## src/rtl/vga_timing_gen.sv

```systemverilog
// Raster timing generator: pixel/line counters with registered blank, sync and
// line/frame strobes. All outputs are decoded from the next raster position and
// registered together, so they describe the same pixel in the same cycle.
module vga_timing_gen #(
  parameter int unsigned p_H_VISIBLE   = 640,
  parameter int unsigned p_H_FRONT     = 16,
  parameter int unsigned p_H_SYNC      = 96,
  parameter int unsigned p_H_BACK      = 48,
  parameter int unsigned p_V_VISIBLE   = 480,
  parameter int unsigned p_V_FRONT     = 10,
  parameter int unsigned p_V_SYNC      = 2,
  parameter int unsigned p_V_BACK      = 33,
  parameter bit          p_SYNC_ACTIVE = 1'b0
) (
  input  logic       i_Clk,
  input  logic       i_Rst_n,
  input  logic       i_Enable,
  output logic [9:0] o_HPos,
  output logic [9:0] o_VPos,
  output logic       o_HBlank,
  output logic       o_VBlank,
  output logic       o_HSync,
  output logic       o_VSync,
  output logic       o_HReset,
  output logic       o_VReset,
  output logic [7:0] o_Frame
);

  localparam int unsigned CNT_W   = 10;
  localparam int unsigned CMP_W   = CNT_W + 1;
  localparam int unsigned FRAME_W = 8;
  localparam int unsigned CNT_MAX = 1 << CNT_W;

  localparam int unsigned H_TOTAL = p_H_VISIBLE + p_H_FRONT + p_H_SYNC + p_H_BACK;
  localparam int unsigned V_TOTAL = p_V_VISIBLE + p_V_FRONT + p_V_SYNC + p_V_BACK;
  localparam int unsigned H_LAST  = H_TOTAL - 1;
  localparam int unsigned V_LAST  = V_TOTAL - 1;

  // Sync windows as half-open ranges [start, stop); compared one bit wider so a
  // window ending exactly at the counter limit still decodes correctly.
  localparam int unsigned HS_START = p_H_VISIBLE + p_H_FRONT;
  localparam int unsigned HS_STOP  = HS_START + p_H_SYNC;
  localparam int unsigned VS_START = p_V_VISIBLE + p_V_FRONT;
  localparam int unsigned VS_STOP  = VS_START + p_V_SYNC;

  // Elaboration guard: totals must fit the 10-bit counters and be non-empty.
  if (H_TOTAL == 0 || H_TOTAL > CNT_MAX) begin : g_h_total_range
    $error("vga_timing_gen: horizontal total %0d outside 1..%0d", H_TOTAL, CNT_MAX);
  end
  if (V_TOTAL == 0 || V_TOTAL > CNT_MAX) begin : g_v_total_range
    $error("vga_timing_gen: vertical total %0d outside 1..%0d", V_TOTAL, CNT_MAX);
  end

  logic [CNT_W-1:0]   h_nxt;
  logic [CNT_W-1:0]   v_nxt;
  logic [FRAME_W-1:0] frame_nxt;
  logic               hblank_nxt;
  logic               vblank_nxt;
  logic               hsync_nxt;
  logic               vsync_nxt;
  logic               hreset_nxt;
  logic               vreset_nxt;

  // Next raster position: column wraps every line, line and frame advance on the wrap.
  always_comb begin
    h_nxt     = o_HPos;
    v_nxt     = o_VPos;
    frame_nxt = o_Frame;
    if (o_HPos == CNT_W'(H_LAST)) begin
      h_nxt = '0;
      if (o_VPos == CNT_W'(V_LAST)) begin
        v_nxt     = '0;
        frame_nxt = o_Frame + FRAME_W'(1);
      end else begin
        v_nxt = o_VPos + CNT_W'(1);
      end
    end else begin
      h_nxt = o_HPos + CNT_W'(1);
    end
  end

  // Decode of the next position so registered flags line up with registered counters.
  always_comb begin
    hblank_nxt = ({1'b0, h_nxt} >= CMP_W'(p_H_VISIBLE));
    vblank_nxt = ({1'b0, v_nxt} >= CMP_W'(p_V_VISIBLE));
    hsync_nxt  = ~p_SYNC_ACTIVE;
    vsync_nxt  = ~p_SYNC_ACTIVE;
    if (({1'b0, h_nxt} >= CMP_W'(HS_START)) && ({1'b0, h_nxt} < CMP_W'(HS_STOP))) begin
      hsync_nxt = p_SYNC_ACTIVE;
    end
    if (({1'b0, v_nxt} >= CMP_W'(VS_START)) && ({1'b0, v_nxt} < CMP_W'(VS_STOP))) begin
      vsync_nxt = p_SYNC_ACTIVE;
    end
    hreset_nxt = (h_nxt == CNT_W'(H_LAST));
    vreset_nxt = hreset_nxt && (v_nxt == CNT_W'(V_LAST));
  end

  // Raster state and outputs; enable low freezes everything including strobes.
  always_ff @(posedge i_Clk or negedge i_Rst_n) begin
    if (!i_Rst_n) begin
      o_HPos   <= '0;
      o_VPos   <= '0;
      o_Frame  <= '0;
      o_HBlank <= 1'b0;
      o_VBlank <= 1'b0;
      o_HSync  <= ~p_SYNC_ACTIVE;
      o_VSync  <= ~p_SYNC_ACTIVE;
      o_HReset <= 1'b0;
      o_VReset <= 1'b0;
    end else if (i_Enable) begin
      o_HPos   <= h_nxt;
      o_VPos   <= v_nxt;
      o_Frame  <= frame_nxt;
      o_HBlank <= hblank_nxt;
      o_VBlank <= vblank_nxt;
      o_HSync  <= hsync_nxt;
      o_VSync  <= vsync_nxt;
      o_HReset <= hreset_nxt;
      o_VReset <= vreset_nxt;
    end
  end

endmodule

```

## config.mk

```make
export PLATFORM = sky130hd
export DESIGN_NAME = vga_timing_gen
export DESIGN_NICKNAME = d
export VERILOG_FILES = /design/src/rtl/vga_timing_gen.sv
export SDC_FILE = /design/constraint.sdc
export NUM_CORES = 1
export LEC_CHECK = 0
export BUFFER_PORTS_ARGS = -buffer_cell sky130_fd_sc_hd__buf_2
export CAP_MARGIN = 20
export CORE_MARGIN = 10
export CORE_UTILIZATION = 60
export CTS_CLUSTER_DIAMETER = 30
export DETAILED_ROUTE_END_ITERATION = 6
export PLACE_DENSITY = 0.84
export SLEW_MARGIN = 0
export SYNTH_ARGS = -nofsm -noshare
export SYNTH_HDL_FRONTEND = slang
export SYNTH_SLANG_ARGS = --single-unit
export TNS_END_PERCENT = 100
```

## constraint.sdc

```tcl
create_clock -name i_Clk -period 3.6 [get_ports i_Clk]
set_input_delay 0.72 -clock i_Clk [delete_from_list [all_inputs] [get_ports i_Clk]]
set_output_delay 0.72 -clock i_Clk [all_outputs]
set_load 0.005 [all_outputs]
```

After elaboration in Yosys (flattened, before gate mapping):

Cells that the tools add are included.

* flip-flop bits (word level): 34
* input bits: 3
* output and inout port bits: 34
* word-level logic and storage cells: 31

* $add $sub $neg: 3
* $lt $le $gt $ge: 6
* equality and inequality tests: 4
* mux-type cells: 5
* reductions and logical operators: 4

Operator list (count)
* $eq 10x10->1 const B: 4
* $mux 10: 3
* $add 10x1->10 const B: 2
* $ge 10x10->1 const B: 2
* $ge 10x9->1 const B: 2
* $lt 10x10->1 const B: 1
* $lt 10x9->1 const B: 1
* $add 8x1->8 const B: 1
* $logic_and 1x1->1: 3
* $reduce_and 3->1: 1
* $mux 1: 2

Longest topological paths before layout:

Gate-level depths: netlist of the first run.

* depth after elaboration: 6
* depth in mapped cells: 9
* mapped depth without buffers: 8

Worst setup path before layout of the first run:

Ideal clock, no wire load.

* kind: reg-to-reg
* from: register o_VPos[7]
* to: register o_Frame[5]
* setup time: 0.123 ns
* data arrival time: 2.136 ns
* required time: 3.477 ns
* slack: 1.341 ns
* stages on the path, launching flop included: 8
* period minus slack after synthesis: 2.259 ns
* cell sequence: dfrtp_1 buf_6 or4_4 or3_4 nor3_4 and4_4 nand3_2 xnor2_1

* word-level cells in the longest chain between the ends: 2

RTL lines
* start, declared: line 19 `output logic [9:0] o_VPos,`
* start signal, assigned: line 112 `o_VPos <= v_nxt;`
* $eq 10x10->1: line 71 `if (o_VPos == CNT_W'(V_LAST)) begin`
* $reduce_and 3->1 (no source line)
* end signal, assigned: line 113 `o_Frame <= frame_nxt;`
* end, declared: line 26 `output logic [7:0] o_Frame`

No other way between the ends.
A chain may end at the register's enable or synchronous reset.

Worst setup path in the final report of the first run:

* from: register o_HPos[1]
* to: register o_VBlank

* word-level cells in the longest chain between the ends: 3

RTL lines
* start, declared: line 18 `output logic [9:0] o_HPos,`
* start signal, assigned: line 111 `o_HPos <= h_nxt;`
* $eq 10x10->1: line 69 `if (o_HPos == CNT_W'(H_LAST)) begin`
* $mux 10: line 69
* $ge 10x9->1: line 85 `vblank_nxt = ({1'b0, v_nxt} >= CMP_W'(p_V_VISIBLE));`
* end signal, assigned: line 115 `o_VBlank <= vblank_nxt;`
* end, declared: line 21 `output logic o_VBlank,`

No other way between the ends.

==> results of run 1 <==
cell type report:
| cell class | count | area [sq um] |
|---|---|---|
| flip-flops and latches | 34 | 853 |
| repair buffers | 36 | 180 |
| clock inverters | 1 | 30.0 |
| multi-input cells | 192 | 1220 |
| inverters | 7 | 26.3 |
| clock buffers | 6 | 51.3 |
| fillers | 274 | 1000 |
| well taps | 46 | 57.6 |
cell usage after synthesis, types with 7 or more instances:
| library cell | number |
|---|---|
| nand3_1 | 15 |
| buf_2 | 8 |
| o21ai_0 | 20 |
| xnor2_1 | 17 |
| nand4_1 | 7 |
| nand2_1 | 27 |
| a21oi_1 | 7 |
| nor2_1 | 16 |
| clkbuf_1 | 9 |
| dfrtp_1 | 32 |
| inv_1 | 7 |
| nor3_1 | 11 |
metal layers:
layer	up-vias	global-route usage
li1	951	-
met2	91	0.248
met3	11	0.0557
met4	0	0.0616
met5	-	0
met1	924	0.199
power groups by stage:
stage	Clock, uW	Combinational (uW)	Sequential (uW)
floorplan	0	199	460
global placement	0	220	505
detailed placement	0	226	510
CTS	297	226	502
global route	312	251	515
finish	289	223	503
logic make-up (layout without fill, tap and decap cells):
kind of cell | count (synthesis) | in the layout
xor gates and xnor gates | 20 | 20
muxes | 3 | 3
AOI/OAI and AO/OA | 58 | 58
adders and majority gates | 5 | 5
and+or+nand+nor | 106 | 106
buffers and inverters | 26 | 50
DFF | 34 | 34
through the flow:
stage          cells  hold WS [ns]
4_1_cts          322         0.450
2_1_floorplan    252         0.424
3_5_place_dp     315         0.471
3_3_place_gp     315         0.460
6_report         322         0.436
5_1_grt          322         0.452
state kept, by name, indices dropped and copies added, names as in the netlist:
name / count
o_HPos: 10
o_VPos: 10
o_Frame: 8
o_HBlank: 1
o_HReset: 1
o_HSync: 1
o_VBlank: 1
o_VReset: 1
o_VSync: 1
critical path, cell delays in order, from the launching register on:
cell      delay [ns]
dfrtp_1         0.42
ha_1            0.31
nand4_1         0.20
or3_1           0.65
or3_1           0.46
a221oi_2        0.26
nand2_1         0.08
a21oi_1         0.16
final timing paths:
check / to / depth (start not counted)
max in group asynchronous: o_HPos[1]$_DFFE_PN0P_ / 1
worst min-delay path: o_Frame[5]$_DFFE_PN0P_ / 1
worst min register to register: o_Frame[7]$_DFFE_PN0P_ / 1
worst max register to register: o_VBlank$_DFFE_PN0P_ / 7
min in group i_Clk: o_Frame[7]$_DFFE_PN0P_ / 1
worst max-delay path: o_VBlank$_DFFE_PN0P_ / 7
==> flow_metrics.tcl, run 1 <==
set metrics [dict create \
    cts_tree "yes" \
    std_cell_rows 21 \
    cp.required_ns 3.86 \
    synth_compound_area_frac 0.170 \
    dr.max_layer_used "met4" \
    power_frac_seq 0.496 \
    setup_tns_ns 0 \
    worstMarginPinSlew_ns 0.771 \
    die_area_sq_um 6460 \
    dp_slack_ns 1.00 \
    synthAdderAreaFrac 0.0286 \
    cts_sinks 34 \
    synth.avg_cell_area_sq_um 8.67 \
    pwr-share-clk 0.284 \
    worstSetupStartpoint "o_HPos[1]$_DFFE_PN0P_" \
    drc 0 \
    end_kind "flop" \
    cts_hold_buf 0 \
    critPathLaunchType "flop" \
    synth_xor_xnor_area_share 0.0801 \
    die_x_microns 80.4 \
    period_share 0.729 \
    routabilityCongestion 0.939 \
    grt_pass1_vias 1818 \
    clkLatencyLatePin_ns 0.34 \
    cts_made_buffers 5 \
    placed_area_sq_um 2330 \
    synthToLayoutAreaGrowth_pct 10.5 \
    grt_pass1_wl_microns 8360 \
    yosys.area_share.simple 0.264 \
    synthFlopType "dfrtp_1" \
    synth_seq_cells 34 \
    dr.pass1.iters 5 \
    synth_area_leaders "dfrtp_1, xnor2_1, nand2_1" \
    fp.dieH_microns 80.4 \
    synth_top_family_by_area "simple AND/OR/NAND/NOR gates" \
    clockBufferDepth 2 \
    antenna_found_initial 0 \
    finClkSkew_ns 0.00862 \
    maxSlewViolCount 0 \
    clk_pin_slew_ns 0.10 \
    core_area_sq_um 3420 \
    final_common_cell "buf_2" \
    drt_iter0_markers 174 \
    power_density_nw_per_um2 420 \
    antenna_left 0 \
    syn_area_sq_um 2190 \
    dp_hpwl_microns 3660 \
    totalWireLength_microns 4970 \
    swShare 0.319 \
    setup_violations 0 \
    syn_nets 260 \
    max_clock_freq_mhz 381 \
    final_util 0.707 \
    critPathKind "reg2reg" \
    track_usage 0.160 \
    io_pins 37 \
    h-tree-depth 2 \
    setup_ws_ns 0.974 \
    rsz0062_at_grt "false" \
    drive_gt1_frac 0.207 \
    critPathMaxFanout 17 \
    met3_length_microns 485 \
    slew_headroom 0.482 \
    postLayoutCellArea_sq_um 2420 \
    ir_drop_mv 0.253 \
    nNetsFinal 284 \
    drt-met1-wl_microns 2170 \
    post_cts_resized 0 \
    pwr-share-comb 0.220 \
    netlist-cell-type-count 51 \
    async_flop_share 1.00 \
    start_util 0.640 \
    rrSetupSlack_ns 0.97 \
    routedWlPerCell_microns 15.4 \
    ys_seq_area_frac 0.390 \
    port-buffer-count 36 \
    synth_edf_count 0 \
    cp_data_arrival_time_ns 2.88 \
    synth_cells 252 \
    leakagePower_uw 0.00104 \
    yosysWarnings 0 \
    final_cell_mix "buf_2, dfrtp_1, nand2_1" \
    gr-total-overflow 0 \
    min_period_ns 2.63 \
    synth_top_cell_area_share 0.366 \
    p_int_uw 691 \
    n_antenna_cell 0 \
    drv_cap 0 \
    vias 1977 \
    ctsRootBufferMaster "clkbuf_4" \
    p_total_uw 1010 \
    yosysTopAreaCell "dfrtp_1" \
    muxShareOfSynthArea 0.0143 \
    finalHoldViolCount 0 \
    switchingPower_uw 323 \
    hold_path.class "in2async" \
    rr_startpoint "o_HPos[1]$_DFFE_PN0P_" \
    status "completed" \
    postCtsSetupBuffers 0 \
    grt_max_degree 35 \
    wl_met2_microns 2240 \
    viasPerCell 6.14 \
]
(Power assumes the default switching activity.)
==> inputs of run 2 (changes only) <==
--- a/config.mk
+++ b/config.mk
@@ -5,13 +5,14 @@
 export SDC_FILE = /design/constraint.sdc
 export NUM_CORES = 1
 export LEC_CHECK = 0
+export ABC_AREA = 1
 export BUFFER_PORTS_ARGS = -buffer_cell sky130_fd_sc_hd__buf_2
 export CAP_MARGIN = 20
 export CORE_MARGIN = 10
-export CORE_UTILIZATION = 60
+export CORE_UTILIZATION = 51
 export CTS_CLUSTER_DIAMETER = 30
 export DETAILED_ROUTE_END_ITERATION = 6
-export PLACE_DENSITY = 0.84
+export PLACE_DENSITY = 0.76
 export SLEW_MARGIN = 0
 export SYNTH_ARGS = -nofsm -noshare
 export SYNTH_HDL_FRONTEND = slang
==> constraint.sdc (replaced) <==
create_clock -name i_Clk -period 2.1 [get_ports i_Clk]
set_input_delay 0.42 -clock i_Clk [delete_from_list [all_inputs] [get_ports i_Clk]]
set_output_delay 0.42 -clock i_Clk [all_outputs]
set_load 0.005 [all_outputs]
==> run 2 against run 1 <==
Against the previous run:
- via count rose by 13%
- largest power group unchanged
- first-iteration DRC count increased by 64%
- design area increased by 8.8%
- highest routed layer unchanged
- sequential power is 77% higher
- global-route usage barely moved
- clock-buffer cell count unchanged
- largest cell class unchanged
- sequential cell count did not move
- total power up 130%
- setup slack worse by 0.82 ns
- non-clock buffer count rose by 7
- register-to-register slack got worse by 0.82 ns
- synthesized cell count grew 28%
==> flow_metrics.tcl, run 2 <==
set metrics [dict create \
    status "completed" \
    leakagePower_uw 0.00141 \
    synthAdderAreaFrac 0.0280 \
    dr.pass1.iters 5 \
    antenna_left 0 \
    setup_violations 0 \
    rsz0062_at_grt "false" \
    track_usage 0.160 \
    final_cell_mix "nand2_1, nor2_1, inv_1" \
    nNetsFinal 370 \
    synthToLayoutAreaGrowth_pct 17.6 \
    final_common_cell "nand2_1" \
    grt_pass1_wl_microns 9780 \
    cp_data_arrival_time_ns 2.18 \
    cp.required_ns 2.33 \
    core_area_sq_um 4290 \
    reg_top3 "o_HPos: 10 flops, o_VPos: 10 flops, o_Frame: 8 flops" \
    ir_drop_mv 0.572 \
    synth.most_common_cell "nand2_1" \
    synth_compound_area_frac 0.0783 \
    slowest_delay_ns 0.47 \
    synth_area_leaders "dfrtp_1, nand2_1, nor2_1" \
    critPathLaunchType "flop" \
    yosys.area_share.simple 0.383 \
    crit_end "o_VReset$_DFFE_PN0P_" \
    drt_iter0_markers 286 \
    slowest_stage "dfrtp_2" \
    clk_pin_slew_ns 0.08 \
    max_clock_freq_mhz 513 \
    setup_tns_ns 0 \
    drive_gt1_frac 0.187 \
    async_flop_share 1.00 \
    stdcell_count 415 \
    cts_sinks 34 \
    min_period_ns 1.95 \
    path_cells "inv_1 > ha_1 > nand2_1 > nor2_1 > nand4_1 > buf_4 > nand2_1 > nand2_1 > nand2_1 > nand3_1 > nor2_1 > nand4_1 > nand2_1" \
    start_util 0.521 \
    end_kind "flop" \
    reg2reg_to "o_VReset$_DFFE_PN0P_" \
    rrSetupSlack_ns 0.15 \
    io_pins 37 \
    vias 2240 \
    clkLatencyLatePin_ns 0.30 \
    cts_hold_buf 0 \
    cts_made_buffers 5 \
    synth_xor_xnor_area_share 0.0313 \
    cts_tree "yes" \
    routabilityCongestion 0.926 \
    grt_pass1_vias 2115 \
    finClkSkew_ns 0.00924 \
    drv_cap 0 \
    ctsRootBufferMaster "clkbuf_8" \
    synth.top_cells.by_count "nand2_1, nor2_1, inv_1" \
    finalHoldViolCount 0 \
    rr_startpoint "o_VPos[0]$_DFFE_PN0P_" \
    std_cell_rows 24 \
    postLayoutCellArea_sq_um 2630 \
    muxShareOfSynthArea 0.00504 \
    synthFlopType "dfrtp_1" \
    viasPerCell 5.40 \
    period_share 0.928 \
    totalWireLength_microns 5740 \
    yosysTopAreaCell "dfrtp_1" \
    dp.cells 406 \
    port-buffer-count 36 \
    hold_path.class "in2async" \
    fp.dieH_microns 86.2 \
    slew_headroom 0.485 \
    h-tree-depth 2 \
    worstSetupStartpoint "o_VPos[0]$_DFFE_PN0P_" \
    reg2reg_depth 13 \
    crit_top_cell "nand2_1" \
    antenna_found_initial 0 \
    synth_top_family_by_area "simple AND/OR/NAND/NOR gates" \
    syn_nets 331 \
    critPathKind "reg2reg" \
    worstMarginPinSlew_ns 0.772 \
    syn_area_sq_um 2240 \
    yosysWarnings 0 \
    synth_seq_cells 34 \
    synth_edf_count 0 \
    synth.avg_cell_area_sq_um 6.92 \
    die_x_microns 86.2 \
    n_antenna_cell 0 \
    ys_seq_area_frac 0.382 \
    die_area_sq_um 7430 \
    clockBufferDepth 2 \
    placed_area_sq_um 2470 \
    gr-total-overflow 0 \
    critPathMaxFanout 8 \
    power_density_nw_per_um2 869 \
    routedWlPerCell_microns 13.8 \
    maxSlewViolCount 0 \
    netlist-cell-type-count 31 \
    synth_cells 323 \
    drc 0 \
    dp_hpwl_microns 4220 \
    synth_top_cell_area_share 0.358 \
    grt_max_degree 35 \
]
## run 2: routing by layer
metal  part of all wire  GRT usage
met5                  0          0
met3              0.095     0.0647
met4              0.017     0.0545
met2               0.46      0.247
met1               0.43      0.197
## run 2: cell families (layout without fill, tap and decap cells)
logic type,after synthesis,after routing
AND/OR/NAND/NOR,193,193
buffers and inverters,51,91
flip-flops,34,34
AO/OA/AOI/OAI,31,31
XOR/XNOR,8,8
adder cells (fa/ha/maj),5,5
multiplexers,1,1
## run 2: repair_timing
action	CTS	global route
setup endpoints to repair	0	4
resized for setup	0	4
setup buffers	0	1
## run 2: worst max-delay path: cells and delay by family, from the launching register on
kind	cells	cell delay (ns)
and+or+nand+nor	10	0.91
DFF	1	0.47
buffers and inverters	2	0.32
adders and majority gates	1	0.19
## run 2: metrics by stage
stage	power [uW]	utilization	hold slack [ns]	setup WS [ns]
4_1_cts	2280	0.608	0.232	0.104
5_1_grt	2420	0.612	0.246	0.000733
3_5_place_dp	1510	0.575	0.457	0.161
2_1_floorplan	1270	-	0.124	0.367
3_3_place_gp	1510	0.575	0.456	0.126
6_report	2280	0.612	0.195	0.152
## run 2: final cells by class
type                       instances  area [sq um]
clock buffer                       6          82.6
clock inverter                     2          60.1
fill                             385          1670
inverter                          40           150
multi-input combinational        238          1180
sequential                        34           855
tap                               52          65.1
timing repair buffer              43           233
## run 2: worst min path at each step
stage	startpoint	end	slack, ns	cells after the start
finish	i_Rst_n	o_Frame[4]$_DFFE_PN0P_	0.20	1
floorplan	i_Rst_n	o_Frame[0]$_DFFE_PN0P_	0.12	0
global route	i_Rst_n	o_Frame[5]$_DFFE_PN0P_	0.25	1
global placement	o_Frame[7]$_DFFE_PN0P_	o_Frame[7]$_DFFE_PN0P_	0.46	1
CTS	i_Rst_n	o_Frame[4]$_DFFE_PN0P_	0.23	1
detailed placement	o_Frame[7]$_DFFE_PN0P_	o_Frame[7]$_DFFE_PN0P_	0.46	1
## run 2: where the power goes
part | switching [uW] | leakage (uW) | total (uW) | internal, uW
clock | 255 | 0.0000714 | 762 | 506
combinational | 391 | 0.000905 | 632 | 241
sequential | 144 | 0.000431 | 890 | 746
==> inputs of run 3 (changes only) <==
--- a/config.mk
+++ b/config.mk
@@ -5,7 +5,7 @@
 export SDC_FILE = /design/constraint.sdc
 export NUM_CORES = 1
 export LEC_CHECK = 0
-export ABC_AREA = 1
+export ABC_AREA = 0
 export BUFFER_PORTS_ARGS = -buffer_cell sky130_fd_sc_hd__buf_2
 export CAP_MARGIN = 20
 export CORE_MARGIN = 10
==> run 3 against run 2 <==
Against the previous run:
- sequential power shrank 11%
- worst hold slack worse by 0.14 ns
- first-iteration DRC count down 45%
- largest power group unchanged
- highest routed layer unchanged
==> flow_metrics.tcl, run 3 (synthesis results as in run 1) <==
set metrics [dict create \
    cts_tree "yes" \
    clk_pin_slew_ns 0.08 \
    setup_violations 0 \
    reg_top3 "o_HPos: 10 flops, o_VPos: 10 flops, o_Frame: 8 flops" \
    h-tree-depth 2 \
    n_antenna_cell 0 \
    antenna_found_initial 0 \
    nNetsFinal 321 \
    power_density_nw_per_um2 751 \
    multi_input_area_sq_um 1320 \
    grt_pass1_wl_microns 9760 \
    viasPerCell 5.85 \
    rr_startpoint "o_HPos[0]$_DFFE_PN0P_" \
    end_kind "flop" \
    final_common_cell "buf_4" \
    p_int_uw 1500 \
    std_cell_rows 23 \
    worstMarginPinSlew_ns 0.421 \
    leakagePower_uw 0.00128 \
    grt_max_degree 19 \
    routabilityCongestion 0.917 \
    routedWlPerCell_microns 16.1 \
    critPathLaunchType "flop" \
    rrSetupSlack_ns 0.04 \
    p_total_uw 2140 \
    cts_hold_buf 0 \
    drv_cap 0 \
    start_util 0.535 \
    ir_drop_mv 0.418 \
    cts_sinks 34 \
    drc 0 \
    hold_path.class "in2async" \
    period_share 0.981 \
    switchingPower_uw 643 \
    fp.dieH_microns 85.5 \
    ctsRootBufferMaster "clkbuf_8" \
    dp_hpwl_microns 4360 \
    swShare 0.300 \
    io_pins 37 \
    dp_slack_ns 0.0200 \
    cts_made_buffers 5 \
    hold_slack_ns 0.0548 \
    totalWireLength_microns 5860 \
    maxSlewViolCount 0 \
    final_cell_mix "buf_4, buf_2, dfrtp_1" \
    clockBufferDepth 2 \
    cp_data_arrival_time_ns 2.29 \
    power_frac_seq 0.368 \
    clkLatencyLatePin_ns 0.29 \
    critPathMaxFanout 4 \
    min_period_ns 2.06 \
    synthToLayoutAreaGrowth_pct 30.6 \
    fillers 343 \
    worstSetupStartpoint "o_HPos[0]$_DFFE_PN0P_" \
    rsz0062_at_grt "true" \
    die_area_sq_um 7300 \
    port-buffer-count 36 \
    finClkSkew_ns 0.00683 \
    dr.pass1.iters 5 \
    die_x_microns 85.5 \
    pwr-share-clk 0.343 \
    track_usage 0.159 \
    vias 2128 \
    slew_headroom 0.719 \
    drive_gt1_frac 0.347 \
    drt_iter0_markers 156 \
    gr-total-overflow 0 \
    core_area_sq_um 4090 \
    max_clock_freq_mhz 485 \
    setup_ws_ns 0.0400 \
    critPathKind "reg2reg" \
    grt_pass1_vias 2029 \
    cp.required_ns 2.33 \
    finalHoldViolCount 0 \
    status "completed" \
    pwr-share-comb 0.290 \
    seqCellArea_sq_um 855 \
    antenna_left 0 \
]
[run 3: changes by cell type in the layout (fill, tap and decap cells not counted), moves of 4 or more]
cell	previous run	this run
nor2_1	46	16
xnor2_1	3	17
and3_1	0	5
nand2b_1	0	4
nand4_1	13	7
o31ai_1	0	4
nand3_1	24	15
a21o_1	0	4
nand2_1	97	27
a21oi_1	2	6
inv_1	38	7
buf_4	7	37
[run 3: per-layer routing]
layer,part of all wire,GRT usage,vias to the layer above
li1,-,-,1026
met1,0.45,0.207,1016
met2,0.47,0.248,80
met3,0.077,0.0459,6
met4,0.011,0.0494,0
met5,0,0,-
[run 3: path summary, 6_finish.rpt]
path / to / cells after the start
worst min-delay path: o_HPos[7]$_DFFE_PN0P_ / 1
min in group i_Clk: o_HSync$_DFFE_PN1P_ / 2
worst min register to register: o_Frame[7]$_DFFE_PN0P_ / 1
worst max register to register: o_VBlank$_DFFE_PN0P_ / 7
worst max-delay path: o_VBlank$_DFFE_PN0P_ / 7
max in group asynchronous: o_HSync$_DFFE_PN1P_ / 2
[run 3: critical path, stage by stage, from the launching register on]
cell,delay [ns]
dfrtp_1,0.39
ha_4,0.14
nand4_1,0.11
or3_4,0.45
or3_4,0.40
a221oi_4,0.28
nand2_1,0.10
a21oi_2,0.12
[run 3: repair_timing]
action,4_1_cts,5_1_grt
setup buffers,0,2
setup endpoints to repair,0,11
gates resized for setup,0,14
[run 3: cell type report]
cell class / count / area share
multi-input combinational: 192 / 0.461
sequential: 34 / 0.299
timing repair buffer: 73 / 0.160
clock buffer: 5 / 0.0241
clock inverter: 3 / 0.0241
tap: 50 / 0.0219
inverter: 7 / 0.00920
[run 3: per-stage QoR]
step	util	cell area [sq um]	instances	setup TNS (ns)
floorplan	-	2220	252	-0.442
global placement	0.645	2640	354	0
detailed placement	0.645	2640	354	0
CTS	0.679	2780	362	0
global route	0.699	2860	364	-0.151
finish	0.699	2860	364	0
[run 3: power groups by stage]
stage / Combinational [uW] / Clock, uW / Sequential [uW]
2_1_floorplan: 360 / 0 / 799
3_3_place_gp: 598 / 0 / 796
3_5_place_dp: 610 / 0 / 800
4_1_cts: 613 / 748 / 787
5_1_grt: 698 / 776 / 798
6_report: 621 / 735 / 788
